$ cat src/rtl/hwpe_vfpu_ctrl_fsm.sv
// hwpe_vfpu_ctrl_fsm: job sequencer for the vector FPU engine.
// Issues three stream-start requests, counts result words and reports done/err/flags.
module hwpe_vfpu_ctrl_fsm #(
    parameter int CNT_WIDTH = 16
) (
    input  logic                 clk_i,
    input  logic                 rst_i,
    input  logic                 start_i,
    input  logic [31:0]          base_addr_a_i,
    input  logic [31:0]          base_addr_b_i,
    input  logic [31:0]          base_addr_res_i,
    input  logic [31:0]          trans_size_i,
    input  logic [31:0]          op_rm_i,
    output logic                 req_a_valid_o,
    output logic                 req_b_valid_o,
    output logic                 req_res_valid_o,
    input  logic                 req_a_ready_i,
    input  logic                 req_b_ready_i,
    input  logic                 req_res_ready_i,
    output logic [31:0]          req_a_addr_o,
    output logic [31:0]          req_b_addr_o,
    output logic [31:0]          req_res_addr_o,
    output logic [CNT_WIDTH-1:0] req_len_o,
    input  logic                 res_hs_i,
    input  logic [5:0]           flags_i,
    output logic [3:0]           ctrl_vfpu_o,
    output logic                 busy_o,
    output logic                 done_o,
    output logic                 err_o,
    output logic [5:0]           flags_o
);
    typedef enum logic [1:0] {IDLE, REQ, RUN, DONE} state_e;
    localparam logic [CNT_WIDTH-1:0] ONE = 1;
    state_e               state_q;
    logic [31:0]          addr_a_q, addr_b_q, addr_res_q;
    logic [CNT_WIDTH-1:0] len_q, cnt_q;
    logic [3:0]           ctrl_q;
    logic [5:0]           flags_q;
    logic                 err_q, va_q, vb_q, vr_q;
    logic                 va_d, vb_d, vr_d;
    logic [CNT_WIDTH-1:0] size_d;
    logic                 bad_op_d;
    logic                 unused_bits;
    assign size_d      = trans_size_i[CNT_WIDTH-1:0];
    assign bad_op_d    = op_rm_i[1:0] == 2'b11;
    assign unused_bits = ^{trans_size_i[31:CNT_WIDTH], op_rm_i[31:4]};
    assign va_d = va_q & ~req_a_ready_i;
    assign vb_d = vb_q & ~req_b_ready_i;
    assign vr_d = vr_q & ~req_res_ready_i;
    always_ff @(posedge clk_i or posedge rst_i) begin
        if (rst_i) begin
            state_q    <= IDLE;
            addr_a_q   <= '0;
            addr_b_q   <= '0;
            addr_res_q <= '0;
            len_q      <= '0;
            cnt_q      <= '0;
            ctrl_q     <= '0;
            flags_q    <= '0;
            err_q      <= 1'b0;
            va_q       <= 1'b0;
            vb_q       <= 1'b0;
            vr_q       <= 1'b0;
        end else begin
            case (state_q)
                IDLE: if (start_i) begin
                    addr_a_q   <= base_addr_a_i;
                    addr_b_q   <= base_addr_b_i;
                    addr_res_q <= base_addr_res_i;
                    len_q      <= size_d;
                    ctrl_q     <= {op_rm_i[1:0], op_rm_i[3:2]};
                    flags_q    <= '0;
                    cnt_q      <= '0;
                    err_q      <= bad_op_d;
                    if (size_d == '0 || bad_op_d) state_q <= DONE;
                    else begin
                        state_q <= REQ;
                        va_q    <= 1'b1;
                        vb_q    <= 1'b1;
                        vr_q    <= 1'b1;
                    end
                end
                REQ: begin
                    va_q <= va_d;
                    vb_q <= vb_d;
                    vr_q <= vr_d;
                    // early sink handshakes count toward the job before RUN
                    if (res_hs_i) begin
                        cnt_q   <= cnt_q + ONE;
                        flags_q <= flags_q | flags_i;
                    end
                    if (!(va_d | vb_d | vr_d)) state_q <= RUN;
                end
                RUN: if (res_hs_i) begin
                    cnt_q   <= cnt_q + ONE;
                    flags_q <= flags_q | flags_i;
                    if (cnt_q == len_q - ONE) state_q <= DONE;
                end
                default: state_q <= IDLE;
            endcase
        end
    end
    assign req_a_valid_o   = va_q;
    assign req_b_valid_o   = vb_q;
    assign req_res_valid_o = vr_q;
    assign req_a_addr_o    = addr_a_q;
    assign req_b_addr_o    = addr_b_q;
    assign req_res_addr_o  = addr_res_q;
    assign req_len_o       = len_q;
    assign ctrl_vfpu_o     = ctrl_q;
    assign flags_o         = flags_q;
    assign busy_o          = state_q != IDLE;
    assign done_o          = state_q == DONE;
    assign err_o           = (state_q == DONE) & err_q;
endmodule

$ cat config.mk
export PLATFORM = sky130hd
export DESIGN_NAME = hwpe_vfpu_ctrl_fsm
export DESIGN_NICKNAME = d
export VERILOG_FILES = /design/src/rtl/hwpe_vfpu_ctrl_fsm.sv
export SDC_FILE = /design/constraint.sdc
export NUM_CORES = 1
export LEC_CHECK = 0
export BUFFER_PORTS_ARGS = -buffer_cell sky130_fd_sc_hd__buf_2
export CAP_MARGIN = 20
export CORE_UTILIZATION = 44
export CTS_BUF_LIST = sky130_fd_sc_hd__clkbuf_4
export DETAILED_ROUTE_END_ITERATION = 7
export PLACE_DENSITY = 0.88
export SYNTH_ARGS = -nofsm -noshare
export SYNTH_HDL_FRONTEND = slang
export SYNTH_SLANG_ARGS = --single-unit
$ cat constraint.sdc
create_clock -name clk_i -period 5.69 [get_ports clk_i]
set_input_delay 1.707 -clock clk_i [delete_from_list [all_inputs] [get_ports clk_i]]
set_output_delay 1.707 -clock clk_i [all_outputs]
set_load 0.01 [all_outputs]
==> metrics.cfg, run 1 <==
[outcome]
status=finished clean

[finish]
fin_util_pct=57.49
layout_commonest_cell=buf_2
most-common-layout-cells=buf_2, dfrtp_1, mux2_2
fin_cells=932
areaGrowthSynthToFinish_pct=26.27
final_nets=922
drive_gt1_share_pct=55.45
n_fill_cell=1202
diodes=0

[critical_path]
path_cells=inv_1 -> ha_1 -> inv_1 -> buf_2
required_ns=3.98
cp-startpoint=state_q[0]
cp-start-kind=flop
path_max_fanout=7
rr_endpoint=state_q[1]
path_class=flop to primary output
cp_slowest_cell=dfrtp_1
regToRegStartpoint=req_len_o[0]
cp_data_arrival_time_ns=1.67
r2r_cells=8
r2r_slack_ns=2.81
cp-endpoint=busy_o
end_kind=primary output
path_common_cell=inv_1
slowest_delay_ns=0.43

[yosys]
synth_top_area_share_pct=56.58
syn_inst=487
ys_seq_area_share_pct=56.58
yosysWarnings=0
synthesis.area_mm2=0.006369
synth_nets=667
synth_top_family_by_area=multiplexers
yosys.area_share.simple_pct=9.057
synth-compound-area-share_pct=5.187
async_flop_share_pct=100.0
synth_ff_type=dfrtp_1
synth_edf_count=0
ys_ff_latch=144
yosysTopAreaCell=dfrtp_1
ys_types=56
syn_area_per_cell_um2=13.08
yosys-top-cells-area=dfrtp_1, mux2_2, xnor2_1
synthAdderAreaFrac_pct=1.375
muxShareOfSynthArea_pct=21.08
synth-xor-area-share_pct=3.851

[power_and_ir_drop]
p_sw_share_pct=38.19
leakage_nw=3.889
ir_drop_mv=0.3323
total_power_mw=4.368
switchingPower_mw=1.668
intPower_mw=2.700
powerDensity_mw_per_mm2=543.2
power_frac_comb_pct=44.4
clockPowerShare_pct=13.0
power_frac_seq_pct=42.6

[placement]
hpwl_mm=11.45
port-buffer-count=256
place_ws_ns=1.952
post-place-cells=902
gp_congestion=0.8502

[timing]
slew_headroom_pct=40.36
rsz0062_at_grt=false
min_period_ns=3.375
fmax_mhz=296.3
tightest_slew_ns=0.8947
period_share_pct=59.31
maxSlewViolCount=0
fin_skew_ns=0.02451
layout_setup_ws_ns=2.315
setup-violations-final=0
hold_viol=0
setup_tns_ns=0

[clocking]
hold_buffers=0
root_buffer=clkbuf_4
tritoncts=yes
clk_pin_slew_ns=0.11
htree_levels=4
numClockSinks=144
cts_buffers=17
cts.path.max_buffers=2
postCtsSetupBuffers=0
cts_resized=0
clkLatencyLatePin_ns=0.52

[detailed_routing]
wl_per_cell_um=16.24
route.detailed.drc=0
via_count=4758
drt_iter0_markers=163
ant_nets=0
totalWireLength_mm=15.14
via_per_inst=5.105
dr.pass1.iters=5

[global_routing]
grt_overflow=0
grt_pass1_wl_mm=23.70
grt_pass1_vias=4824
antenna_found_initial=0
grt_max_degree=114
track_usage_pct=20.95

[die]
io_pins=301
floorplan.initialDensity_pct=45.53
die_w_um=122.3
core_mm2=0.01399
die-area_mm2=0.01496
rows=43
die_h_um=122.3

[job]
max_cap_viol_count=0

[worst_hold_path]
hp-class=flop to flop

## final cells by class
| class | instances | area [um^2] | area share [%] |
|---|---|---|---|
| flip-flops and latches | 144 | 3603 | 44.81 |
| multi-input cells | 305 | 2590 | 32.21 |
| repair buffers | 261 | 1339 | 16.65 |
| well taps | 180 | 225.2 | 2.801 |
| clock buffers | 18 | 135.1 | 1.680 |
| clock inverters | 11 | 95.09 | 1.183 |
| inverters | 13 | 53.80 | 0.6691 |
## kinds of logic (layout without fill, tap and decap cells)
kind of cell | after synthesis | in the layout
AOI/OAI and AO/OA | 47 | 47
xor gates and xnor gates | 28 | 28
adders and majority gates | 7 | 7
buffers and inverters | 38 | 303
DFF | 144 | 144
muxes | 119 | 119
and+or+nand+nor | 104 | 104
## per-stage QoR
stage	instance area [um^2]	hold WS (ns)
floorplan	6369	0.4424
global placement	7784	0.4561
detailed placement	7784	0.4752
CTS	8014	0.5029
global route	8041	0.5242
finish	8041	0.4949
## critical path: cells and delay by family, from the launching register on
kind	cells	cell delay, ns
adder cells (fa/ha/maj)	1	0.34
buffers and inverters	3	0.38
flip-flops	1	0.43
## state kept, by name (all words and copies together), names as in the netlist
name and flops:
err_q 1, req_res_addr_o 32, cnt_q 16, req_b_addr_o 32
ctrl_vfpu_o 4, req_a_valid_o 1, state_q 2, flags_o 6
req_res_valid_o 1, req_b_valid_o 1, req_len_o 16, req_a_addr_o 32
## layer usage
metal	vias up	part of all wire (%)	wire, um	GRT usage, %
met5	-	0	0	0
met4	0	1.9	286	7.851
met3	21	6.8	1024	7.435
met2	158	51	7784	35.25
met1	2344	40	6041	24.50
li1	2235	-	-	-
## power groups by stage
| stage | Clock (mW) | Combinational (mW) | Sequential (mW) |
|---|---|---|---|
| 2_1_floorplan | 0 | 1.06 | 2.01 |
| 3_3_place_gp | 0 | 1.90 | 1.84 |
| 3_5_place_dp | 0 | 1.96 | 1.88 |
| 4_1_cts | 0.590 | 1.96 | 1.86 |
| 5_1_grt | 0.629 | 2.11 | 1.93 |
| 6_report | 0.566 | 1.94 | 1.86 |
## synth_stat cells (3+ instances only)
master / n
xnor2_1: 14
nor3_1: 8
nor4_1: 7
dfrtp_1: 144
nand3b_1: 4
o21ai_0: 6
and4_1: 3
a21o_1: 3
nor3b_1: 3
nand4_1: 5
buf_6: 4
xor2_1: 14
a22o_1: 3
nand2_1: 13
nor2b_1: 4
clkbuf_1: 17
a21oi_1: 15
nor2_1: 30
or4_1: 3
or3_1: 4
nand3_1: 5
inv_1: 13
ha_1: 7
mux2_2: 117
## worst min-delay path by stage
stage,slack (ns),cells after the start,to,from
after floorplan,0.44,2,err_q,err_q
after global placement,0.46,2,err_q,err_q
after detailed placement,0.48,2,err_q,err_q
after CTS,0.50,2,err_q,err_q
after global routing,0.52,1,req_b_addr_o[1],req_b_addr_o[1]
final,0.49,2,err_q,err_q
Power figures use the tool's default switching activity.
==> inputs of run 2 (changes only) <==
==> constraint.sdc (replaced) <==
create_clock -name clk_i -period 2.89 [get_ports clk_i]
set_input_delay 0.867 -clock clk_i [delete_from_list [all_inputs] [get_ports clk_i]]
set_output_delay 0.867 -clock clk_i [all_outputs]
set_load 0.01 [all_outputs]
==> run 2 against run 1 <==
Clock-buffer cell count is 2 higher; largest power group unchanged; sequential share of layout area is 0.50 points lower; worst setup slack worse by 2.1 ns; register-to-register slack worse by 2.6 ns; sequential power is 94% higher; global-route usage hardly changed; clock power is 120% higher; power is 100% higher; wire length is 0.46% lower; critical path depth is 4 higher; non-clock buffer count is 4 higher; combinational power is 100% higher.
==> metrics.cfg, run 2 (synthesis results as in run 1) <==
[power_and_ir_drop]
total_power_mw=8.786
powerDensity_mw_per_mm2=1080
ir_drop_mv=0.5811
leakage_nw=3.930

[worst_hold_path]
hp-class=input port to asynchronous set/reset pin

[global_routing]
grt_overflow=0
grt_max_degree=85
grt_pass1_wl_mm=23.83
grt_pass1_vias=4946
track_usage_pct=20.90
antenna_found_initial=1

[die]
core_mm2=0.01399
io_pins=301
die_h_um=122.3
die_w_um=122.3
floorplan.initialDensity_pct=45.53
rows=43
die-area_mm2=0.01496

[timing]
layout_setup_ws_ns=0.1730
setup_tns_ns=0
period_share_pct=94.02
fin_skew_ns=0.02203
hold_viol=0
maxSlewViolCount=0
fin_hold_ws_ns=0.4565
min_period_ns=2.717
tightest_slew_ns=0.7342
fmax_mhz=368.0
rsz0062_at_grt=false
setup-violations-final=0
slew_headroom_pct=51.05

[critical_path]
required_ns=3.31
crit_family=simple AND/OR/NAND/NOR gates
cp-start-kind=flop
path_cells=inv_1 -> ha_1 -> or3b_2 -> nor4_2 -> o2111ai_1 -> nor4b_1 -> a31oi_2 -> mux2_4
cp_data_arrival_time_ns=3.14
path_max_fanout=7
slowest_delay_ns=0.49
cp-startpoint=req_len_o[0]
path_class=flop to flop
r2r_cells=8
cp_num_cells=8
cp_slowest_cell=or3b_2
cp_num_buf_inv=1
rr_endpoint=state_q[1]
end_kind=flop
r2r_slack_ns=0.17
regToRegStartpoint=req_len_o[0]
cp-endpoint=state_q[1]

[outcome]
status=finished clean

[clocking]
hold_buffers=0
cts.path.max_buffers=2
root_buffer=clkbuf_4
htree_levels=4
clkLatencyLatePin_ns=0.53
numClockSinks=144
clk_pin_slew_ns=0.12
cts_buffers=17
tritoncts=yes

[finish]
n_fill_cell=1165
areaGrowthSynthToFinish_pct=27.68
final_nets=926
drive_gt1_share_pct=56.08
fin_util_pct=58.13
finalInstanceArea_mm2=0.008132
fin_cells=938
most-common-layout-cells=buf_2, dfrtp_1, mux2_2
layout_commonest_cell=buf_2

[detailed_routing]
totalWireLength_mm=15.07
dr.pass1.iters=4
route.detailed.drc=0
via_count=4811
drt_iter0_markers=234
via_per_inst=5.129
ant_nets=0
wl_per_cell_um=16.06

[placement]
place_ws_ns=0.1063
hpwl_mm=11.30
gp_congestion=0.8333
port-buffer-count=256
placed_cell_area_mm2=0.007858
post-place-cells=907

[job]
max_cap_viol_count=0

[run 2: cell types whose count changed in the layout (fill, tap and decap cells not counted), sizes merged]
cell	delta
buf	+4
clkinv	-4
clkbuf	+2
diode	+2
bufinv	+1
clkinvlp	+1
[run 2: worst min path at each step]
stage / startpoint / to / slack [ns]
2_1_floorplan: err_q / err_q / 0.44
3_3_place_gp: err_q / err_q / 0.46
3_5_place_dp: err_q / err_q / 0.47
4_1_cts: rst_i / req_len_o[12] / 0.42
5_1_grt: rst_i / req_len_o[11] / 0.44
6_report: rst_i / cnt_q[15] / 0.46
[run 2: area by class of cell]
cell class | instances | area, um^2 | area share [%]
clock buffers | 20 | 150.1 | 1.846
repair buffers | 265 | 1386 | 17.05
well taps | 180 | 225.2 | 2.770
diodes | 2 | 5.005 | 0.06155
multi-input cells | 305 | 2596 | 31.93
inverters | 13 | 52.55 | 0.6463
flip-flops and latches | 144 | 3603 | 44.31
clock inverters | 9 | 112.6 | 1.385
[run 2: metal layers]
metal | GRT usage [%] | vias up | share of wire [%]
met1 | 24.82 | 2352 | 40
li1 | - | 2253 | -
met3 | 6.599 | 26 | 6.8
met2 | 35.32 | 180 | 51
met5 | 0 | - | 0
met4 | 7.851 | 0 | 1.8
[run 2: power breakdown]
part	total [mW]	leakage (nW)	switching, mW	internal (mW)
clock	1.24	0.146	0.702	0.534
sequential	3.61	1.73	0.654	2.95
combinational	3.94	2.06	1.94	2.01
total	8.79	3.93	3.29	5.49
[run 2: repair_timing]
item / in CTS / in global routing
buffers inserted: 0 / 0
setup endpoints to repair: 0 / 1
resized for setup: 0 / 1
[run 2: worst reg2reg max path, stage by stage (launching register included)]
cell and delay [ns]:
dfrtp_1 0.48, inv_1 0.09, ha_1 0.28, or3b_2 0.49, nor4_2 0.23, o2111ai_1 0.15
nor4b_1 0.39, a31oi_2 0.18, mux2_4 0.32
